[config.mk]
export PLATFORM = sky130hd
export DESIGN_NAME = mem_port_arbiter
export DESIGN_NICKNAME = d
export VERILOG_FILES = /design/src/rtl/mem_port_arbiter.sv
export SDC_FILE = /design/constraint.sdc
export NUM_CORES = 1
export LEC_CHECK = 0
export BUFFER_PORTS_ARGS = -buffer_cell sky130_fd_sc_hd__buf_2
export CAP_MARGIN = 20
export CORE_AREA = 2 2 202 204
export CTS_BUF_LIST = sky130_fd_sc_hd__clkbuf_4 sky130_fd_sc_hd__clkbuf_8 sky130_fd_sc_hd__clkbuf_16
export CTS_CLUSTER_SIZE = 24
export DETAILED_ROUTE_END_ITERATION = 6
export DIE_AREA = 0 0 204 206
export SETUP_SLACK_MARGIN = 0.5
export SLEW_MARGIN = 20
export SYNTH_ARGS = -nofsm -noshare
export SYNTH_HDL_FRONTEND = slang
export SYNTH_SLANG_ARGS = --single-unit
[constraint.sdc]
create_clock -name clk -period 2.1 [get_ports clk]
set_clock_uncertainty 0.05 [all_clocks]
set_input_delay 0.42 -clock clk [delete_from_list [all_inputs] [get_ports clk]]
set_output_delay 0.42 -clock clk [all_outputs]
set_load 0.1 [all_outputs]
[src/rtl/mem_port_arbiter.sv]
// Two-requester arbiter (fetch / data) in front of a single shared memory port.
// Latency: a request sampled at edge N drives mem_req from cycle N+1; the ack is
// combinational with mem_ack. Requesters hold until ack; one IDLE cycle between grants.
// Optional build macro MEM_ARB_ROUND_ROBIN_EN: round-robin on collisions, else data wins.
module mem_port_arbiter #(
    parameter int ADDR_W = 64,
    parameter int DATA_W = 64
) (
    input  logic              clk,
    input  logic              reset,
    input  logic              if_req,
    input  logic [ADDR_W-1:0] if_addr,
    output logic              if_ack,
    output logic [DATA_W-1:0] if_rdata,
    input  logic              d_req,
    input  logic              d_we,
    input  logic [ADDR_W-1:0] d_addr,
    input  logic [DATA_W-1:0] d_wdata,
    output logic              d_ack,
    output logic [DATA_W-1:0] d_rdata,
    output logic              mem_req,
    output logic              mem_we,
    output logic [ADDR_W-1:0] mem_addr,
    output logic [DATA_W-1:0] mem_wdata,
    input  logic              mem_ack,
    input  logic [DATA_W-1:0] mem_rdata,
    output logic              busy
);

    typedef enum logic [1:0] {
        IDLE   = 2'd0,
        GNT_IF = 2'd1,
        GNT_D  = 2'd2
    } state_t;

    state_t state;
    state_t state_nxt;
    logic   any_req;
    logic   grant;
    logic   pick_d;

    assign any_req = if_req | d_req;
    assign grant   = (state == IDLE) && any_req;

`ifdef MEM_ARB_ROUND_ROBIN_EN
    // last_d = 1 means the data side won the previous arbitration
    logic last_d;

    always_comb begin
        pick_d = d_req && (!if_req || !last_d);
    end

    always_ff @(posedge clk or negedge reset) begin
        if (!reset) begin
            last_d <= 1'b1;
        end else if (grant) begin
            last_d <= pick_d;
        end
    end
`else
    always_comb begin
        pick_d = d_req;
    end
`endif

    always_ff @(posedge clk or negedge reset) begin
        if (!reset) begin
            state <= IDLE;
        end else begin
            state <= state_nxt;
        end
    end

    always_comb begin
        state_nxt = state;
        if_ack    = 1'b0;
        d_ack     = 1'b0;
        case (state)
            IDLE: begin
                if (any_req) begin
                    state_nxt = pick_d ? GNT_D : GNT_IF;
                end
            end
            GNT_IF: begin
                if (mem_ack) begin
                    if_ack    = 1'b1;
                    state_nxt = IDLE;
                end
            end
            GNT_D: begin
                if (mem_ack) begin
                    d_ack     = 1'b1;
                    state_nxt = IDLE;
                end
            end
            default: begin
                state_nxt = IDLE;
            end
        endcase
    end

    // Command is captured once at grant and held for the whole transaction
    always_ff @(posedge clk or negedge reset) begin
        if (!reset) begin
            mem_we    <= 1'b0;
            mem_addr  <= '0;
            mem_wdata <= '0;
        end else if (grant) begin
            mem_we    <= pick_d ? d_we : 1'b0;
            mem_addr  <= pick_d ? d_addr : if_addr;
            mem_wdata <= pick_d ? d_wdata : '0;
        end
    end

    assign mem_req  = (state != IDLE);
    assign busy     = (state != IDLE);
    assign if_rdata = if_ack ? mem_rdata : '0;
    assign d_rdata  = d_ack ? mem_rdata : '0;

endmodule

== After elaboration in Yosys (flattened, before gate mapping) ==
Index checks and enable logic that the tools add are counted.
W data, S select, Z words.

* Eq/ne operators: 4
* Muxes and demuxes: 12
* Bitwise gates (word level): 1
* Reduce and logical (&&, ||, !) cells: 5

{| class="wikitable"
|+ Operators with widths
! operator !! number
|-
| $mux W64 || 4
|-
| $mux W2 || 3
|-
| $mux W1 || 4
|-
| $pmux W2 S2 || 1
|-
| $eq A2 B1 Y1 const B || 1
|-
| $eq A2 B2 Y1 const B || 1
|-
| $logic_not A2 Y1 || 1
|-
| $ne A2 B1 Y1 const B || 1
|-
| $ne A2 B2 Y1 const B || 1
|-
| $reduce_and A2 Y1 || 1
|-
| $reduce_bool A2 Y1 || 1
|-
| $reduce_or A2 Y1 || 1
|-
| $logic_and A1 B1 Y1 || 1
|-
| $or A1 B1 Y1 || 1
|}

* Register bits: 131
* Bits of input ports: 262
* Output and inout bits: 261
* Logic and storage cells: 26

== Depth between registers and ports, before layout ==
Gate-level depths: netlist of the first run.

* Word-level depth: 4
* Depth in mapped cells: 8
* Gate-level depth less buffers: 5

== Worst setup path before layout of the first run ==
Ideal clock, no wire load.

* Path type: reg2out
* Start: register state[1]
* End: output if_rdata[63]
* Data arrival time: 1,871 ps
* Data required time: 1,630 ps
* Slack: -241 ps
* Stages on the path, launching flop included: 6
* Buffers on the path: 2
* Path through: dfrtp_1 > inv_1 > ha_1 > clkbuf_1 > clkbuf_1 > and3_1

* Word-level cells in the longest chain between the ends: 3

{| class="wikitable"
|+ RTL lines
! element !! RTL line !! text
|-
| start: declaration || 36 || <nowiki>state_t state;</nowiki>
|-
| start signal: assignment || 70 || <nowiki>state <= state_nxt;</nowiki>
|-
| $eq A2 B1 Y1 || 78 || <nowiki>case (state)</nowiki>
|-
| $mux W1 || 78 ||
|-
| $mux W64 || 117 || <nowiki>assign if_rdata = if_ack ? mem_rdata : '0;</nowiki>
|-
| end: declaration || 14 || <nowiki>output logic [DATA_W-1:0] if_rdata,</nowiki>
|}

No other way between the ends.

== Worst setup path after layout of the first run ==
* Start: register state[1]
* End: output d_rdata[26]

* Word-level cells in the longest chain between the ends: 3

{| class="wikitable"
|+ RTL lines
! element !! RTL line !! text
|-
| $eq A2 B2 Y1 || 78 ||
|-
| $mux W1 || 78 ||
|-
| $mux W64 || 118 || <nowiki>assign d_rdata = d_ack ? mem_rdata : '0;</nowiki>
|-
| end: declaration || 20 || <nowiki>output logic [DATA_W-1:0] d_rdata,</nowiki>
|}

No other way between the ends.

==> metrics.md, run 1 <==
| Metric | Value |
|---|---|
| Status | complete, but fails checks |
| Failing checks | setup timing |
| Critical path data required time | 1.63 ns |
| CP Capture Type | output port |
| XOR/XNOR share of the synthesized area | 0 |
| Setup repair after global routing missed its margin | true |
| Fin nets | 1434 |
| Die Height | approximately 210 µm |
| Post-DP HPWL | 23.2 mm |
| Post-Syn Nets | approximately 870 |
| Vias in the first global route | a little under 7k |
| Clock tree buffer depth | 2 |
| Max FO, Critical Path | 8 |
| Commonest non-fill, non-tap cells in the layout | 258 x buf_2, 158 x buf_12, 128 x and3_4, 127 x dfrtp_1, 75 x buf_4 |
| RePlAce Congestion | 0.881 |
| # DRC | 0 |
| Hold Path Class | input port to register |
| Seq cells post-synth | ~130 |
| Global-route wire length before repair | approximately 44 mm |
| Post-synth EDFFs | 0 |
| Slew Viols, Final | 0 |
| Avg Inst Size Synth | 10.5 µm² |
| Share of the clock period used by the worst path | 1.08 |
| Multiplexer share of the synthesized area | 0.101 |
| Seq/Total Area, Yosys | 0.519 |
| Buffers on Ports | 522 |
| Core ar. | between 40000 and 50000 µm² |
| CTS tree | built |
| Routed via count | around 7.3k |
| Final setup vio count | ~130 |
| Ys async rst share | 1.00 |
| Worst reg2reg endpoint | mem_wdata[32] |
| Ratio of cells with drive above 1 in the final layout | 0.728 |
| Final Hold Viols | 0 |
| Synth Area in Compound Gates | 0.147 |
| FP Rows | 74 |
| Main combinational cell family by area after synthesis | simple AND/OR/NAND/NOR gates |
| Most common cell after layout, fill and taps aside | buf_2 |
| H-Tree Depth | 4 |
| Post-DRT Antenna Nets | 0 |
| Prevailing post-synth register cell | dfrtp_1 |
| Starting DRT DRC Count | roughly 200 |
| R2R Path Start | state[1] |
| Synth Area in Simple Gates | 0.171 |
| Fmax | approximately 440 MHz |
| Vias per Instance | between 4 and 5 |
| Cell count of the worst reg-to-reg path | 10 |
| Total die area | 42000 µm² |
| HP Start | d_wdata[10] |
| Clock slew at reported path FFs | around 0.070 ns |
| DRT Pass-1 Iters | 5 |
| Clk sinks | approximately 130 |
| Synth Instances | 600 |
| Flop2flop setup slack | 0.11 ns |
| Clk_lat worst skew | around 0.42 ns |
| Clk root buf | clkbuf_16 |
| MaxCap Viol Count | 0 |
| Syn-to-layout area delta | 141% |
| Yosys warns | 0 |
| Arrival time worst endpoint | about 1.8 ns |
| CP Launch Type | register |
| Dpl ws | about 0.20 ns |
| WHS Endpoint | mem_wdata[10] |
| Hold Path Stages | 2 |
| Slack of the critical path | -0.167 ns |
| Netlist cell types | 21 |
| Fin Setup TNS | -15.51 ns |
| Initial Util | 0.157 |
| Largest net degree at the start of global routing | 46 |
| Syn Std Cell Area | around 6300 µm² |
| Total grt overflow | 0 |
| GRT Resource Usage Total | 0.143 |
| Post-Route WL | around 35 mm |
| Die Width | 204 µm |
| WL/cell | approximately 20 µm |
| Actual slew at the worst max-slew pin | 0.549 ns |
| Max-Slew Margin vs Limit | 0.633 |
| CTS Buf Count | 17 |
| Type of the worst setup path | register to output port |
| Minimum clock period | ~2.3 ns |
| Initial antenna violation count | 10 |
| Adder-Cell Fraction of Synth Area | 0.00792 |
| Total I/O pin count | about 520 |
cell usage after synthesis, types with 3 or more instances:
master    number  area share
and2_1         3      0.0030
ha_1           4      0.0079
mux2i_1       64        0.10
o21ai_1       64       0.051
buf_4          8      0.0095
buf_6          4      0.0071
and3_1       128        0.13
inv_1          3      0.0018
buf_2         19       0.015
clkbuf_1      32       0.019
a22o_1        65       0.090
nand2_1       64       0.038
dfrtp_1      131        0.52
logic make-up after synthesis:
kind of cell,count (synthesis)
AOI/OAI and AO/OA,134
adders and majority gates,4
buffers and inverters,68
DFF,131
muxes,64
and+or+nand+nor,199
layer usage:
| metal | GRT usage | vias to the layer above | part of all wire | routed length [µm] |
|---|---|---|---|---|
| met1 | 0.163 | 3531 | 0.38 | 13300 |
| met5 | 0 | - | 0.00026 | 9 |
| met2 | 0.254 | 372 | 0.51 | 17900 |
| met4 | 0.0608 | 2 | 0.038 | 1330 |
| li1 | - | 3326 | - | - |
| met3 | 0.0356 | 70 | 0.067 | 2330 |
cell type report:
| cell class | count | area (µm²) |
|---|---|---|
| multi-input cells | 401 | 3700 |
| repair buffers | 614 | 7010 |
| well taps | 532 | 666 |
| inverters | 3 | 15.0 |
| fillers | 3790 | 24900 |
| flip-flops and latches | 131 | 3280 |
| diodes | 3 | 7.51 |
| clock buffers | 18 | 439 |
| clock inverters | 14 | 118 |
what timing repair did:
item                       in CTS  in global routing
pin swaps                      40                 45
hold endpoints to repair       33                  0
setup endpoints to repair     357                317
setup buffers                  14                 10
hold buffers                    1                  0
gates cloned                   14                 29
gates resized for setup       216                163
worst max-delay path, stage by stage, from the launching register on:
cell       delay [ns]
dfrtp_1          0.40
buf_6            0.13
ha_4             0.19
buf_12           0.15
clkbuf_16        0.16
and3_4           0.18
buf_12           0.16
sequential cells by signal, indices dropped and copies added (netlist names):
signal and cells:
mem_we 1, mem_wdata 64, mem_addr 64, state 2
how the worst max path moves through the flow:
stage	startpoint	to	slack (ns)	depth (start not counted)
3_5_place_dp	state[1]	if_rdata[57]	0.20	5
6_report	state[1]	d_rdata[26]	-0.17	6
5_1_grt	state[0]	d_rdata[26]	-0.23	6
2_1_floorplan	state[1]	mem_req	0.25	4
4_1_cts	state[1]	d_rdata[15]	-0.19	6
3_3_place_gp	state[0]	d_rdata[62]	0.22	5
through the flow:
step                cells  hold WS, ns   util  instance area [µm²]
global route         1715        0.127  0.379                15200
finish               1716        0.155  0.379                15200
CTS                  1674        0.116  0.348                14000
detailed placement   1613        0.288  0.304                12200
floorplan             600       0.0744      -                 7120
global placement     1613        0.289  0.304                12200
Power of run 1 is not shown: default switching activity piles up to over one toggle a cycle in this logic, so the estimate is an artifact.
==> run 2: changes to the inputs <==
==> constraint.sdc (replaced) <==
create_clock -name clk -period 2.1 [get_ports clk]
set_clock_uncertainty 0.05 [all_clocks]
set_input_delay 0.315 -clock clk [delete_from_list [all_inputs] [get_ports clk]]
set_output_delay 0.315 -clock clk [all_outputs]
set_load 0.1 [all_outputs]
==> run 2 against run 1 <==
Against the previous run:
- clock-buffer cell count stayed put
- sequential share of layout area is 1.3 points higher
- first-iteration DRC count is 4.0% higher
- the flow still finishes with violations (setup timing)
- global-route usage is 0.23 points higher
- via count is 2.6% lower
- maximum frequency is 7.1% higher
- die area stayed put
- final area is 6.0% lower
- worst hold slack worse by 0.092 ns
- worst setup slack better by 0.15 ns
- flip-flop and latch count stayed put
- core utilization is 2.3 points lower
==> metrics.md, run 2 (synthesized netlist as in run 1, its figures left out) <==
| Metric | Value |
|---|---|
| Hold Path Class | input port to register (unchanged) |
| Fin area | 14300 µm² (was 15200 µm²) |
| Minimum clock period | 2.12 ns (was 2.27 ns) |
| Fill count | 3938 (was 3790) |
| Failing checks | setup timing (unchanged) |
| Die Height | 206 µm (unchanged) |
| Share of the clock period used by the worst path | 1.01 (was 1.08) |
| Clock slew at reported path FFs | 0.06 ns (was 0.07 ns) |
| Slew Viols, Final | 0 (unchanged) |
| Commonest non-fill, non-tap cells in the layout | 342 x buf_2, 152 x buf_12, 131 x dfrtp_1, 128 x and3_4, 65 x a22o_1 (was 258 x buf_2, 158 x buf_12, 128 x and3_4, 127 x dfrtp_1, 75 x buf_4) |
| Placement Cell Area | 12200 µm² (about the same) |
| Max-Slew Margin vs Limit | 0.669 (was 0.633) |
| Arrival time worst endpoint | 1.75 ns (was 1.80 ns) |
| CP Launch Type | register (unchanged) |
| Routed via count | 7110 (was 7301) |
| Actual slew at the worst max-slew pin | 0.483 ns (was 0.549 ns) |
| Clock tree buffer depth | 2 (unchanged) |
| Post-DP HPWL | 23.3 mm (was 23.2 mm) |
| Core ar. | 40200 µm² (unchanged) |
| Starting DRT DRC Count | 209 (was 201) |
| Type of the worst setup path | register to output port (unchanged) |
| Post-Route WL | 34.2 mm (was 34.9 mm) |
| # DRC | 0 (unchanged) |
| DRT Pass-1 Iters | 4 (was 5) |
| Worst hold margin | 0.0632 ns (was 0.155 ns) |
| Buffers on Ports | 522 (unchanged) |
| Initial antenna violation count | 8 (was 10) |
| FP Rows | 74 (unchanged) |
| Fmax | 472 MHz (was 441 MHz) |
| Final setup vio count | 44 (was 132) |
| Clk_lat worst skew | 0.41 ns (was 0.42 ns) |
| Syn-to-layout area delta | 127% (was 141%) |
| CTS tree | built (unchanged) |
| H-Tree Depth | 4 (unchanged) |
| Multi-input logic area | 3640 µm² (was 3700 µm²) |
| Top flop regs | mem_addr (64), mem_wdata (64), state (2) (unchanged) |
| Global-route wire length before repair | 44.5 mm (was 44.3 mm) |
| Setup repair after global routing missed its margin | true (unchanged) |
| Fin Setup TNS | -0.296 ns (was -15.51 ns) |
| Die Width | 204 µm (unchanged) |
| Largest net degree at the start of global routing | 51 (was 46) |
| Post-layout util | 0.356 (was 0.379) |
| Clk root buf | clkbuf_16 (unchanged) |
| MaxCap Viol Count | 0 (unchanged) |
| Total I/O pin count | 523 (unchanged) |
| Total die area | 42000 µm² (unchanged) |
| Fin nets | 1423 (was 1434) |
| Vias in the first global route | 6845 (was 6818) |
| Initial Util | 0.157 (unchanged) |
| Post-DRT Antenna Nets | 0 (unchanged) |
| CTS Buf Count | 17 (unchanged) |
| Critical path data required time | 1.74 ns (was 1.63 ns) |
| RePlAce Congestion | 0.941 (was 0.881) |
| GRT Resource Usage Total | 0.145 (was 0.143) |
| Vias per Instance | 4.17 (was 4.25) |
| Slack of the critical path | -0.0164 ns (was -0.167 ns) |
| Status | complete, but fails checks (unchanged) |
| WL/cell | 20.1 µm (was 20.3 µm) |
| Max FO, Critical Path | 8 (unchanged) |
| CP Capture Type | output port (unchanged) |
| Most common cell after layout, fill and taps aside | buf_2 (unchanged) |
| Register area | 3280 µm² (about the same) |
| Clk sinks | 131 (unchanged) |
| Total grt overflow | 0 (unchanged) |
| Final Hold Viols | 0 (unchanged) |
| Ratio of cells with drive above 1 in the final layout | 0.709 (was 0.728) |
## run 2: changes by cell type in the layout (fill, tap and decap cells not counted), moves of 20 or more
| cell | before | now |
|---|---|---|
| buf_4 | 75 | 14 |
| buf_2 | 258 | 342 |
| nand2_1 | 28 | 48 |
| clkbuf_4 | 0 | 46 |
| buf_6 | 71 | 20 |
## run 2: metal layers
layer	global-route usage	wire length (µm)
met4	0.0582	986
met1	0.156	12700
met3	0.0320	2170
met5	0	0
met2	0.274	18400
## run 2: path summary, 6_finish.rpt
path                               from            end  slack [ns]  depth (start not counted)
min in group asynchronous         reset   mem_addr[50]        0.33                          2
setup reg to reg               state[1]  mem_wdata[42]        0.27                          9
max in group asynchronous         reset   mem_addr[40]        1.07                          3
setup / recovery               state[0]    d_rdata[31]       -0.02                          6
hold reg to reg            mem_addr[40]   mem_addr[40]        0.43                          2
hold / removal               d_wdata[1]   mem_wdata[1]        0.06                          2
## run 2: cell type report
type	instances	area share
antenna	2	0.000349
clock buffer	18	0.0302
clock inverter	14	0.0107
inverter	3	0.00105
multi-input combinational	402	0.254
sequential	131	0.229
tap	532	0.0465
timing repair buffer	602	0.428
## run 2: what timing repair did
action | 4_1_cts | 5_1_grt
resized for setup | 59 | 115
hold buffers | 1 | 0
setup buffers | 19 | 9
pin swaps | 39 | 49
gates cloned | 15 | 18
hold endpoints to repair | 37 | 0
setup endpoints to repair | 270 | 362
## run 2: stage by stage
stage          worst slack, ns  cells
6_report               -0.0164   1704
5_1_grt                 -0.113   1704
4_1_cts                -0.0844   1675
3_5_place_dp             0.175   1608
3_3_place_gp             0.230   1608
2_1_floorplan            0.352    600
## run 2: critical path: stages (launching register included)
cell and delay, ns:
dfrtp_1 0.40, inv_2 0.09, ha_4 0.19, buf_12 0.14, clkbuf_16 0.16, and3_4 0.20, buf_12 0.17
Power of run 2 is left out for the same reason.
